File: config.mk
export PLATFORM = sky130hd
export DESIGN_NAME = c2_host_initiator
export DESIGN_NICKNAME = d
export VERILOG_FILES = /design/src/rtl/c2_host_initiator.sv
export SDC_FILE = /design/constraint.sdc
export NUM_CORES = 1
export LEC_CHECK = 0
export ABC_AREA = 1
export CAP_MARGIN = 0
export CORE_MARGIN = 3
export CORE_UTILIZATION = 45
export CTS_CLUSTER_SIZE = 30
export DETAILED_ROUTE_END_ITERATION = 7
export GPL_TIMING_DRIVEN = 0
export PLACE_DENSITY_LB_ADDON = 0.1
export SLEW_MARGIN = 10
export SYNTH_ARGS = -nofsm -noshare
export SYNTH_HDL_FRONTEND = slang
export SYNTH_SLANG_ARGS = --single-unit
File: constraint.sdc
create_clock -name clk_i -period 7.4 [get_ports clk_i]
set_clock_uncertainty 0.15 [all_clocks]
set_input_delay 0.74 -clock clk_i [delete_from_list [all_inputs] [get_ports clk_i]]
set_output_delay 0.74 -clock clk_i [all_outputs]
set_load 0.005 [all_outputs]
File: src/rtl/c2_host_initiator.sv
`timescale 1ns/1ps
// c2_host_initiator: host side of the C2 command protocol. It sends a command
// byte over UART TX, checks the target's echo, then either streams a loader
// payload or collects the response stream. The outcome is reported on done/err.
// Ports: cmd_* (request in), pay_* (payload source), uart_tx_*/uart_rx_* (UART
// core), rsp_* (collected bytes), busy/done/err/err_code (status).
// Latency: accept->tx_start 1 cycle, final event->done 1 cycle; PAY_REQ stalls freely.
module c2_host_initiator #(
  parameter int unsigned TIMEOUT_CYCLES = 1_000_000,
  parameter int unsigned CNT_W          = 24
) (
  input  logic        clk_i,
  input  logic        rst_ni,
  input  logic        cmd_valid_i,
  input  logic [7:0]  cmd_i,
  input  logic [15:0] len_i,
  output logic        cmd_ready_o,
  input  logic [7:0]  pay_data_i,
  input  logic        pay_valid_i,
  output logic        pay_ready_o,
  output logic [7:0]  uart_tx_data_o,
  output logic        uart_tx_start_o,
  input  logic        uart_tx_done_i,
  input  logic [7:0]  uart_rx_data_i,
  input  logic        uart_rx_ready_i,
  output logic [7:0]  rsp_data_o,
  output logic        rsp_valid_o,
  output logic        busy_o,
  output logic        done_o,
  output logic        err_o,
  output logic [1:0]  err_code_o
);

  typedef enum logic [3:0] {
    S_IDLE, S_CMD_TX, S_CMD_WAIT, S_ECHO_WAIT, S_PAY_REQ,
    S_PAY_TX, S_PAY_WAIT, S_RSP, S_DONE
  } state_e;

  localparam logic [1:0] CODE_OK   = 2'b00;
  localparam logic [1:0] CODE_ILL  = 2'b01;
  localparam logic [1:0] CODE_ECHO = 2'b10;
  localparam logic [1:0] CODE_TMO  = 2'b11;

  // Counter value on the last permitted idle cycle; at this value with no
  // event the FSM gives up.
  localparam logic [CNT_W-1:0] TMO_LAST = CNT_W'(TIMEOUT_CYCLES - 1);

  state_e           state_q, state_d;
  logic [7:0]       cmd_q, cmd_d;
  logic [15:0]      len_q, len_d;
  logic [CNT_W-1:0] tmo_q, tmo_d;
  logic [7:0]       tx_data_q, tx_data_d;
  logic             pend_vld_q, pend_vld_d;
  logic [7:0]       pend_dat_q, pend_dat_d;
  logic [7:0]       rsp_data_q, rsp_data_d;
  logic             rsp_vld_q, rsp_vld_d;
  logic [1:0]       err_code_q, err_code_d;

  logic        tmo_exp;
  logic [15:0] len_dec;
  logic        echo_vld;
  logic [7:0]  echo_dat;
  logic        cmd_legal;
  logic        cmd_is_load;
  logic        timed_state;

  always_comb begin
    state_d    = state_q;
    cmd_d      = cmd_q;
    len_d      = len_q;
    tmo_d      = tmo_q;
    tx_data_d  = tx_data_q;
    pend_vld_d = 1'b0;
    pend_dat_d = pend_dat_q;
    rsp_data_d = rsp_data_q;
    rsp_vld_d  = 1'b0;
    err_code_d = err_code_q;

    tmo_exp     = (tmo_q == TMO_LAST);
    len_dec     = (len_q == 16'd0) ? 16'd0 : len_q - 16'd1;
    cmd_legal   = (cmd_i == 8'h1C) || (cmd_i == 8'h1D) ||
                  (cmd_i == 8'hCE) || (cmd_i == 8'hDE);
    cmd_is_load = (cmd_q == 8'h1C) || (cmd_q == 8'h1D);
    // An echo captured during CMD_WAIT takes priority over a live RX byte.
    echo_vld    = pend_vld_q | uart_rx_ready_i;
    echo_dat    = pend_vld_q ? pend_dat_q : uart_rx_data_i;
    timed_state = (state_q == S_CMD_WAIT) || (state_q == S_ECHO_WAIT) ||
                  (state_q == S_PAY_WAIT) || (state_q == S_RSP);

    unique case (state_q)
      S_IDLE: begin
        if (cmd_valid_i) begin
          if (cmd_legal) begin
            cmd_d     = cmd_i;
            len_d     = len_i;
            tx_data_d = cmd_i;
            state_d   = S_CMD_TX;
          end else begin
            err_code_d = CODE_ILL;
            state_d    = S_DONE;
          end
        end
      end
      S_CMD_TX: state_d = S_CMD_WAIT;
      S_CMD_WAIT: begin
        // A fast loopback echo may arrive before (or with) tx_done.
        pend_vld_d = pend_vld_q | uart_rx_ready_i;
        if (uart_rx_ready_i && !pend_vld_q) pend_dat_d = uart_rx_data_i;
        if (uart_tx_done_i) begin
          state_d = S_ECHO_WAIT;
        end else if (tmo_exp) begin
          err_code_d = CODE_TMO;
          state_d    = S_DONE;
        end
      end
      S_ECHO_WAIT: begin
        if (echo_vld) begin
          if (echo_dat != cmd_q) begin
            err_code_d = CODE_ECHO;
            state_d    = S_DONE;
          end else if (len_q == 16'd0) begin
            err_code_d = CODE_OK;
            state_d    = S_DONE;
          end else begin
            state_d = cmd_is_load ? S_PAY_REQ : S_RSP;
          end
        end else if (tmo_exp) begin
          err_code_d = CODE_TMO;
          state_d    = S_DONE;
        end
      end
      S_PAY_REQ: begin
        if (pay_valid_i) begin
          tx_data_d = pay_data_i;
          state_d   = S_PAY_TX;
        end
      end
      S_PAY_TX: state_d = S_PAY_WAIT;
      S_PAY_WAIT: begin
        if (uart_tx_done_i) begin
          len_d = len_dec;
          if (len_dec == 16'd0) begin
            err_code_d = CODE_OK;
            state_d    = S_DONE;
          end else begin
            state_d = S_PAY_REQ;
          end
        end else if (tmo_exp) begin
          err_code_d = CODE_TMO;
          state_d    = S_DONE;
        end
      end
      S_RSP: begin
        if (uart_rx_ready_i) begin
          rsp_data_d = uart_rx_data_i;
          rsp_vld_d  = 1'b1;
          len_d      = len_dec;
          if (len_dec == 16'd0) begin
            err_code_d = CODE_OK;
            state_d    = S_DONE;
          end
        end else if (tmo_exp) begin
          err_code_d = CODE_TMO;
          state_d    = S_DONE;
        end
      end
      S_DONE:  state_d = S_IDLE;
      default: state_d = S_IDLE;
    endcase

    // Idle-cycle counter restarts on every state change and on each
    // response byte, so it measures the gap since the last progress.
    if ((state_d != state_q) || ((state_q == S_RSP) && uart_rx_ready_i)) begin
      tmo_d = '0;
    end else if (timed_state) begin
      tmo_d = tmo_q + 1'b1;
    end
  end

  always_ff @(posedge clk_i or negedge rst_ni) begin
    if (!rst_ni) begin
      state_q    <= S_IDLE;
      cmd_q      <= 8'h00;
      len_q      <= 16'h0000;
      tmo_q      <= '0;
      tx_data_q  <= 8'h00;
      pend_vld_q <= 1'b0;
      pend_dat_q <= 8'h00;
      rsp_data_q <= 8'h00;
      rsp_vld_q  <= 1'b0;
      err_code_q <= 2'b00;
    end else begin
      state_q    <= state_d;
      cmd_q      <= cmd_d;
      len_q      <= len_d;
      tmo_q      <= tmo_d;
      tx_data_q  <= tx_data_d;
      pend_vld_q <= pend_vld_d;
      pend_dat_q <= pend_dat_d;
      rsp_data_q <= rsp_data_d;
      rsp_vld_q  <= rsp_vld_d;
      err_code_q <= err_code_d;
    end
  end

  assign cmd_ready_o     = (state_q == S_IDLE);
  assign busy_o          = (state_q != S_IDLE);
  assign uart_tx_start_o = (state_q == S_CMD_TX) || (state_q == S_PAY_TX);
  assign uart_tx_data_o  = tx_data_q;
  assign pay_ready_o     = (state_q == S_PAY_REQ);
  assign rsp_data_o      = rsp_data_q;
  assign rsp_valid_o     = rsp_vld_q;
  assign done_o          = (state_q == S_DONE);
  assign err_o           = (state_q == S_DONE) && (err_code_q != CODE_OK);
  assign err_code_o      = err_code_q;

endmodule

# Word-level counts from Yosys, hierarchy flattened
# Index checks and enable logic that the tools add are counted.
[word_totals]
inputBits = 46
reg_bits = 80
out_inout_bits = 25
[op_classes]
n_mux = 41
add_sub_neg = 2
n_eq_ne = 25
reduce_logical = 28
n_bitwise = 1
[op_table]
columns = ["op", "n"]
rows = [
  ["$mux 16", 5],
  ["$mux 24", 2],
  ["$mux 4", 12],
  ["$pmux 16 s3", 1],
  ["$eq 8x5->1 const B", 4],
  ["$logic_not 16->1", 2],
  ["$mux 8", 4],
  ["$pmux 4 s8", 1],
  ["$add 24x1->24 const B", 1],
  ["$eq 24x20->1 const B", 1],
  ["$mux 2", 11],
  ["$eq 4x3->1 const B", 4],
  ["$eq 8x8->1 const B", 2],
  ["$pmux 8 s2", 1],
  ["$sub 16x1->16 const B", 1],
  ["$ne 2x2->1 const B", 6],
  ["$pmux 2 s5", 1],
  ["$reduce_and 5->1", 2],
  ["$logic_or 1x1->1", 9],
  ["$eq 4x2->1 const B", 2],
  ["$ne 8x8->1", 1],
  ["$reduce_bool 2->1", 3],
  ["$reduce_bool 5->1", 1],
  ["$eq 4x1->1 const B", 1],
  ["other kinds (14)", 19],
]

# Depth between registers and ports, before layout
# Gate-level depths: netlist of run 1.
[depth]
word_depth = 10
depth_mapped = 19
ltp_nobuf = 18

# Worst setup path before layout of run 1
# No wires, ideal clock.
[synth_path]
path_kind = "reg-to-reg"
startpoint = "register len_q[0]"
endpoint = "register tmo_q[17]"
setup_ps = 118
stages_incl_launch_ff = 18
path_buffers = 2
slack_ps = 4768
arrival_time_ps = 2364
cell_sequence = "dfrtp_1 -> inv_1 -> ha_1 -> nand2_2 -> nor2_8 -> nand2_4 -> buf_6 -> nand2_2 -> nand3_2 -> nor2_2 -> nand3_2 -> nand2_2 -> nand2_1 -> nor3_2 -> nor2_4 -> buf_4 -> nand4_1 -> nand2_1"
[synth_via]
elab_chain_cells = 9
word_cells_on_any_way = 16
classes_between = "add/sub: 1; eq/ne: 1; mux: 10; reduce/logical: 4"
[synth_rtl]
columns = ["item", "line_no", "rtl"]
rows = [
  ["start, declared", "50", "logic [15:0] len_q, len_d;"],
  ["start signal, assigned", "195", "len_q <= len_d;"],
  ["$sub 16x1->16 or $logic_not 16->1 (tied branches)", "80, 121", ""],
  ["$mux 16", "80", "len_dec = (len_q == 16'd0) ? 16'd0 : len_q - 16'd1;"],
  ["$logic_not 16->1", "142, 158", ""],
  ["$mux 4 (on tied branches)", "158, 142", ""],
  ["$mux 4 (on tied branches)", "154, 140", ""],
  ["$pmux 4 s8 *", "90", "unique case (state_q)"],
  ["$ne 4x4->1 *", "173", "if ((state_d != state_q) || ((state_q == S_RSP) && uart_rx_ready_i)) begin"],
  ["$logic_or 1x1->1 *", "173", ""],
  ["$mux 24 or $reduce_bool 2->1 (tied branches)", "--", ""],
  ["end signal, assigned", "196", "tmo_q <= tmo_d;"],
  ["end, declared", "51", "logic [CNT_W-1:0] tmo_q, tmo_d;"],
]
# Mark *: on every way between the ends. The rest lies on a longest branch, timed or not.
# A chain may end at the register's enable or synchronous reset.

# Worst setup path in the final report of run 1
[layout_path]
startpoint = "input cmd_i[4]"
endpoint = "register len_q[15]"
[layout_via]
elab_chain_cells = 6
word_cells_on_any_way = 9
classes_between = "eq/ne: 5; reduce/logical: 4"
[layout_rtl]
columns = ["item", "line_no", "rtl"]
rows = [
  ["start, declared", "15", "input logic [7:0] cmd_i,"],
  ["$eq 8x5->1", "81", "cmd_legal = (cmd_i == 8'h1C) || (cmd_i == 8'h1D) ||"],
  ["$logic_or 1x1->1 (2 in a row)", "81", ""],
  ["$logic_or 1x1->1 *", "82", "(cmd_i == 8'hCE) || (cmd_i == 8'hDE);"],
  ["$ne 2x1->1 (no line) *", "--", ""],
  ["$reduce_and 5->1 (no line) *", "--", ""],
]
# Marked as above.

==> results of run 1 <==
[power breakdown]
group	switching (mW)	internal, mW	total [mW]	leakage [nW]
clock network	0.180	0.279	0.458	0.148
logic	0.198	0.143	0.341	1.93
registers	0.0551	0.502	0.557	1.02
total	0.433	0.923	1.36	3.10
[per-stage QoR]
stage	std cells	hold slack, ns
2_1_floorplan	774	0.2944
3_3_place_gp	984	0.3203
3_5_place_dp	985	0.3247
4_1_cts	1001	0.2505
5_1_grt	1001	0.2659
6_report	1001	0.2338
[final timing paths]
path / end / slack (ns) / depth (start not counted)
setup / recovery: len_q[15] / 3.87 / 12
max in group asynchronous: state_q[0] / 6.25 / 2
min in group clk_i: pend_dat_q[7] / 0.34 / 2
setup reg to reg: len_q[15] / 4.23 / 10
hold reg to reg: pend_dat_q[7] / 0.34 / 2
hold / removal: len_q[8] / 0.23 / 1
[flip-flops by register name, summed over array words and instances (netlist names)]
register / cells
pend_vld_q: 1
err_code_o: 2
uart_tx_data_o: 8
rsp_valid_o: 1
cmd_q: 8
tmo_q: 24
rsp_data_o: 8
state_q: 4
len_q: 16
pend_dat_q: 8
[synthesized netlist by cell type (4+ instances only)]
cell	count
xnor2_1	5
nor2_2	6
inv_1	107
nor4_1	4
nand3_2	6
nand2_1	221
nand2_2	6
o21ai_0	54
clkbuf_1	12
nand3_1	49
dfrtp_1	80
o211ai_1	10
nor3_2	4
nor2_1	87
a21oi_1	12
a31oi_1	8
nand4_1	43
inv_2	4
nor3_1	17
xor2_1	14
[critical path, cell delays in order]
cell             delay [ns]
clkdlybuf4s50_1        0.47
inv_1                  0.06
o31ai_1                0.19
nand2_1                0.07
nor2_1                 0.14
inv_1                  0.07
nor2_1                 0.15
nor2_1                 0.05
nor3_1                 0.93
clkbuf_1               0.50
o211ai_1               0.15
o21ai_0                0.10
[layout make-up]
cell class                 instances  area [µm²]
buffer                            20       101.3
clock buffer                      11       252.7
clock inverter                     5       55.05
fill                            1120        4663
inverter                         111       416.7
multi-input combinational        563        2741
sequential                        80        2002
tap                              140       175.2
timing repair buffer              71       718.2
[kinds of logic after synthesis]
kind of cell,share of synthesized area [%]
AO/OA/AOI/OAI,10.04
XOR/XNOR,3.163
adder cells (fa/ha/maj),0.4755
buffers and inverters,9.845
flip-flops,38.05
AND/OR/NAND/NOR,38.43
[per-layer routing]
| layer | share of wire (%) | vias to the layer above |
|---|---|---|
| met1 | 48 | 2390 |
| li1 | - | 2675 |
| met4 | 1.5 | 0 |
| met5 | 0 | - |
| met3 | 6.2 | 18 |
| met2 | 44 | 177 |
==> results.md, run 1 <==
- Ys flop type: dfrtp_1
- Row cnt: 38
- Met1 GRT Util: 32.96%
- FF-to-FF Start: state_q[3]
- Top Ports: ~70
- WS Path Type: in -> reg
- Final period util: between 40% and 50%
- Pwr per Cell Area: roughly 210 nW/µm²
- Final Slew Violations: 0
- Area Growth Syn to Fin: 22.83%
- Port Buf Inserts: 70
- Global-route wire length before repair: 23.87 mm
- CTS root buf: clkbuf_16
- Diodes inserted: 0
- Cell variety after synth: 37
- GRT busiest layer: met2
- Total power: 1.356 mW
- CTS tree: built
- Crit Path Max Fanout: 10
- Seq cells post-synth: 80
- Syn Inst Count: 774
- GR Util All Layers: 22.48%
- Met2 Usage GRT: 34.50%
- CORE AREA: ~11000 µm²
- H-tree depth: 3
- Syn Nets: 822
- IR Drop Worst-Case VDD: roughly 0.13 mV
- Cell taking the most area after synthesis: dfrtp_1
- Final HPWL DP: 10.75 mm
- DRT Wirelength: 14.00 mm
- Final Hold Viols: 0
- Worst EP required: 7.50 ns
- Final setup viols: 0
- Initial core utilization: 47.29%
- Setup Slack @ Placement: 3.508 ns
- Setup tns final: 0 ns
- WL/cell: 13.99 µm
- DR pass1 iterations: 6
- Max-cap violations: 0
- Finished Cell Area: between 6000 and 7000 µm²
- Fmax: 0.2833 GHz
- Leakage: 3.102 nW
- Vias in the first global route: 4971
- Starting DRT DRC Count: 525
- Crit path DAT: 3.63 ns
- RSZ-0062 raised after global routing: no
- Max Root-Sink Buffers: 2
- Share of layout cells above drive strength 1: 6.736%
- GP Congestion: 0.9648
- # hold bufs at CTS: 0
- Least-Margin Pin Slew: roughly 1.2 ns
- Ys Warns: 0
- Detailed-route DRC error count: 0
- Seq/Total Area, Yosys: a little under two fifths
- EDFF count, synth: 0
- Antenna Nets Post-Route: 0
- CTS sink cnt: 80
- Syn Area/Cell: 6.798 µm²
- Commonest non-fill, non-tap cell in the layout: nand2_1
- DR vias: approximately 5300
- Top-area cell type share of the netlist area: 38.05%
- DP Area: a little over 6000 µm²
- Nature of the critical path startpoint: input port
- Final core occ: 58.09%
- Clk slew on worst S/H paths: 0.06 ns
- Final worst slack: 3.870 ns
- Die area: 13030 µm²
- Die W: about 110 µm
- Most frequent cells in the layout: 221 x nand2_1, 107 x inv_1, 87 x nor2_1, 80 x dfrtp_1, 69 x clkdlybuf4s50_1
- Post-CTS setup buffers: 0
- Clk Latency, worst-skew pair: 0.34 ns
- Crit. Startpoint: cmd_i[4]
- Avg Vias per Cell: 5.255
- Met3 usage: 3.541%
- Die H: between 100 and 150 µm
- Outcome: completed
- Final Critical Period: 3.530 ns
- Initial antenna violation count: 0
- Largest net degree at the start of global routing: 42
- Hold crit path type: in -> async
- Max_slew headroom: 17.02%
- Fraction of registers with async set/reset: between 90% and 100%
- Nets@finish: 904
- Gr ovfl total: 0
- Synth area leaders: dfrtp_1 38%, nand2_1 16%, inv_1 7.6%
- CP Capture Type: register
- Num CTS Buffers: 9
- Mapped Area: 5261 µm²
- Cts repair resizes: 0
No activity file was read; power rests on OpenSTA's default activity.
==> run 2: changes to the inputs <==
clock period = 2.9 ns   (was 7.4 ns; I/O delays follow)
==> results.md, run 2 (same netlist as run 1, synthesis figures left out) <==
- Most frequent cells in the layout: 215 x nand2_1, 105 x inv_1, 79 x nor2_1, 75 x dfrtp_1, 69 x clkdlybuf4s50_1 (was 221 x nand2_1, 107 x inv_1, 87 x nor2_1, 80 x dfrtp_1, 69 x clkdlybuf4s50_1)
- GP Congestion: 0.9648 (unchanged)
- Hold crit path type: in -> async (unchanged)
- Top Ports: 71 (unchanged)
- Total power: 3.611 mW (was 1.356 mW)
- Least-Margin Pin Slew: 0.7870 ns (was 1.235 ns)
- Gr ovfl total: 0 (unchanged)
- Placed cells: 985 (unchanged)
- Clk Latency, worst-skew pair: 0.33 ns (was 0.34 ns)
- Critical path's largest stage delay: 0.42 ns (was 0.93 ns)
- Crit Path Max Fanout: 7 (was 10)
- Final HPWL DP: 10.75 mm (unchanged)
- CORE AREA: 11130 µm² (unchanged)
- Die W: 114.1 µm (unchanged)
- Largest net degree at the start of global routing: 42 (unchanged)
- Nature of the critical path startpoint: register (was input port)
- CP Capture Type: register (unchanged)
- Detailed-route DRC error count: 0 (unchanged)
- Reg with most FFs: tmo_q (unchanged)
- CTS root buf: clkbuf_16 (unchanged)
- DR pass1 iterations: 5 (was 6)
- Pwr per Cell Area: 530.9 nW/µm² (was 209.8 nW/µm²)
- WL/cell: 14.28 µm (was 13.99 µm)
- DRT Wirelength: 14.49 mm (was 14.00 mm)
- Diodes inserted: 0 (unchanged)
- Worst EP required: 3.02 ns (was 7.50 ns)
- Final Critical Period: 2.770 ns
- Fmax: 0.3611 GHz
- DR vias: 5336 (was 5260)
- Share of layout cells above drive strength 1: 11.54% (was 6.736%)
- Starting DRT DRC Count: 513 (was 525)
- Nets@finish: 918 (was 904)
- Final setup viols: 0 (unchanged)
- Die area: 13030 µm² (unchanged)
- CTS sink cnt: 80 (unchanged)
- CP most frequent cell: nand2_2 (was nor2_1)
- Final period util: 95.51%
- Initial antenna violation count: 0 (unchanged)
- Top Registers: tmo_q x24, len_q x16 (unchanged)
- Max-cap violations: 0 (unchanged)
- Max Root-Sink Buffers: 2 (unchanged)
- CTS tree: built (unchanged)
- GR Util All Layers: 22.52% (was 22.48%)
- Slowest cell on the critical path: dfrtp_1 (was nor3_1)
- Area Growth Syn to Fin: 29.27% (was 22.83%)
- Max_slew headroom: 47.13% (was 17.02%)
- Global-route wire length before repair: 23.91 mm (was 23.87 mm)
- Final core occ: 61.13% (was 58.09%)
- RSZ-0062 raised after global routing: yes (was no)
- Crit path DAT: 2.89 ns (was 3.63 ns)
- Critical path's top delay family: simple AND/OR/NAND/NOR gates (unchanged)
- Num CTS Buffers: 9 (unchanged)
- Commonest non-fill, non-tap cell in the layout: nand2_1 (unchanged)
- Initial core utilization: 47.29% (unchanged)
- Outcome: completed (unchanged)
- Crit-path cells: ha_1, nand3_1, nor3_2, nand3_2, nand2_1, a21oi_1, a21oi_1, nand2_2, nand2_2, nand2_2, nor2_4, nand2_4, clkbuf_16, a21oi_2 (was clkdlybuf4s50_1, inv_1, o31ai_1, nand2_1, nor2_1, inv_1, nor2_1, nor2_1, nor3_1, clkbuf_1, o211ai_1, o21ai_0)
- Clk slew on worst S/H paths: 0.06 ns (about the same)
- Row cnt: 38 (unchanged)
- Leakage: 3.187 nW (was 3.102 nW)
- Antenna Nets Post-Route: 0 (unchanged)
- Vias in the first global route: 4997 (was 4971)
- WS Path Type: reg -> reg (was in -> reg)
- Final Slew Violations: 0 (unchanged)
- Avg Vias per Cell: 5.257 (was 5.255)
- Die H: 114.1 µm (unchanged)
- Max reg flops: 24 (unchanged)
- Buf/Inv on CP: 1 (was 4)
- IR Drop Worst-Case VDD: 0.3477 mV (was 0.1347 mV)
- Non-filler cells, final: 1015 (was 1001)
- H-tree depth: 3 (unchanged)
- Final Hold Viols: 0 (unchanged)
- Port Buf Inserts: 70 (unchanged)
run 2: worst paths after layout:
check / slack (ns) / endpoint / from / cells after the start
max in group asynchronous: 1.66 / tmo_q[6] / rst_ni / 3
setup reg to reg: 0.13 / tmo_q[0] / tmo_q[0] / 14
min in group clk_i: 0.33 / pend_dat_q[7] / pend_dat_q[7] / 2
setup / recovery: 0.13 / tmo_q[0] / tmo_q[0] / 14
hold reg to reg: 0.33 / pend_dat_q[7] / pend_dat_q[7] / 2
hold / removal: 0.33 / len_q[8] / rst_ni / 2
run 2: power breakdown:
part           internal, mW  switching (mW)  total [mW]
clock network         0.711           0.461        1.17
registers              1.28           0.169        1.45
logic                 0.430           0.555       0.985
run 2: layer usage:
layer / GRT usage (%) / vias up / part of all wire (%)
met5: 0 / - / 0
met4: 6.334 / 0 / 0.90
met3: 3.541 / 8 / 5.5
met2: 34.86 / 161 / 46
met1: 32.79 / 2459 / 48
li1: - / 2708 / -
run 2: area by class of cell:
| cell class | instances | area [µm²] |
|---|---|---|
| clock buffers | 11 | 252.7 |
| clock inverters | 5 | 55.05 |
| repair buffers | 86 | 850.8 |
| well taps | 140 | 175.2 |
| fillers | 1088 | 4324 |
| inverters | 111 | 426.7 |
| multi-input cells | 563 | 2909 |
| plain buffers | 19 | 123.9 |
| flip-flops and latches | 80 | 2008 |
run 2: what timing repair did:
action,CTS,global route
cloned,0,2
hold endpoints to repair,40,0
resized for setup,6,54
hold buffers,1,0
setup buffers,2,10
setup endpoints to repair,40,35
pin swaps,1,11
run 2: per-stage QoR:
stage               hold slack [ns]  cell area, µm²  setup WS, ns  TNS, ns
floorplan                   -0.1556            5261        0.2678        0
CTS                          0.3404            6507      0.004243        0
detailed placement           0.1628            6155       -0.5418   -11.64
global route                 0.3650            6802      -0.03736  -0.5127
global placement             0.3203            6137        -1.541  -132.03
finish                       0.3285            6802        0.1303        0
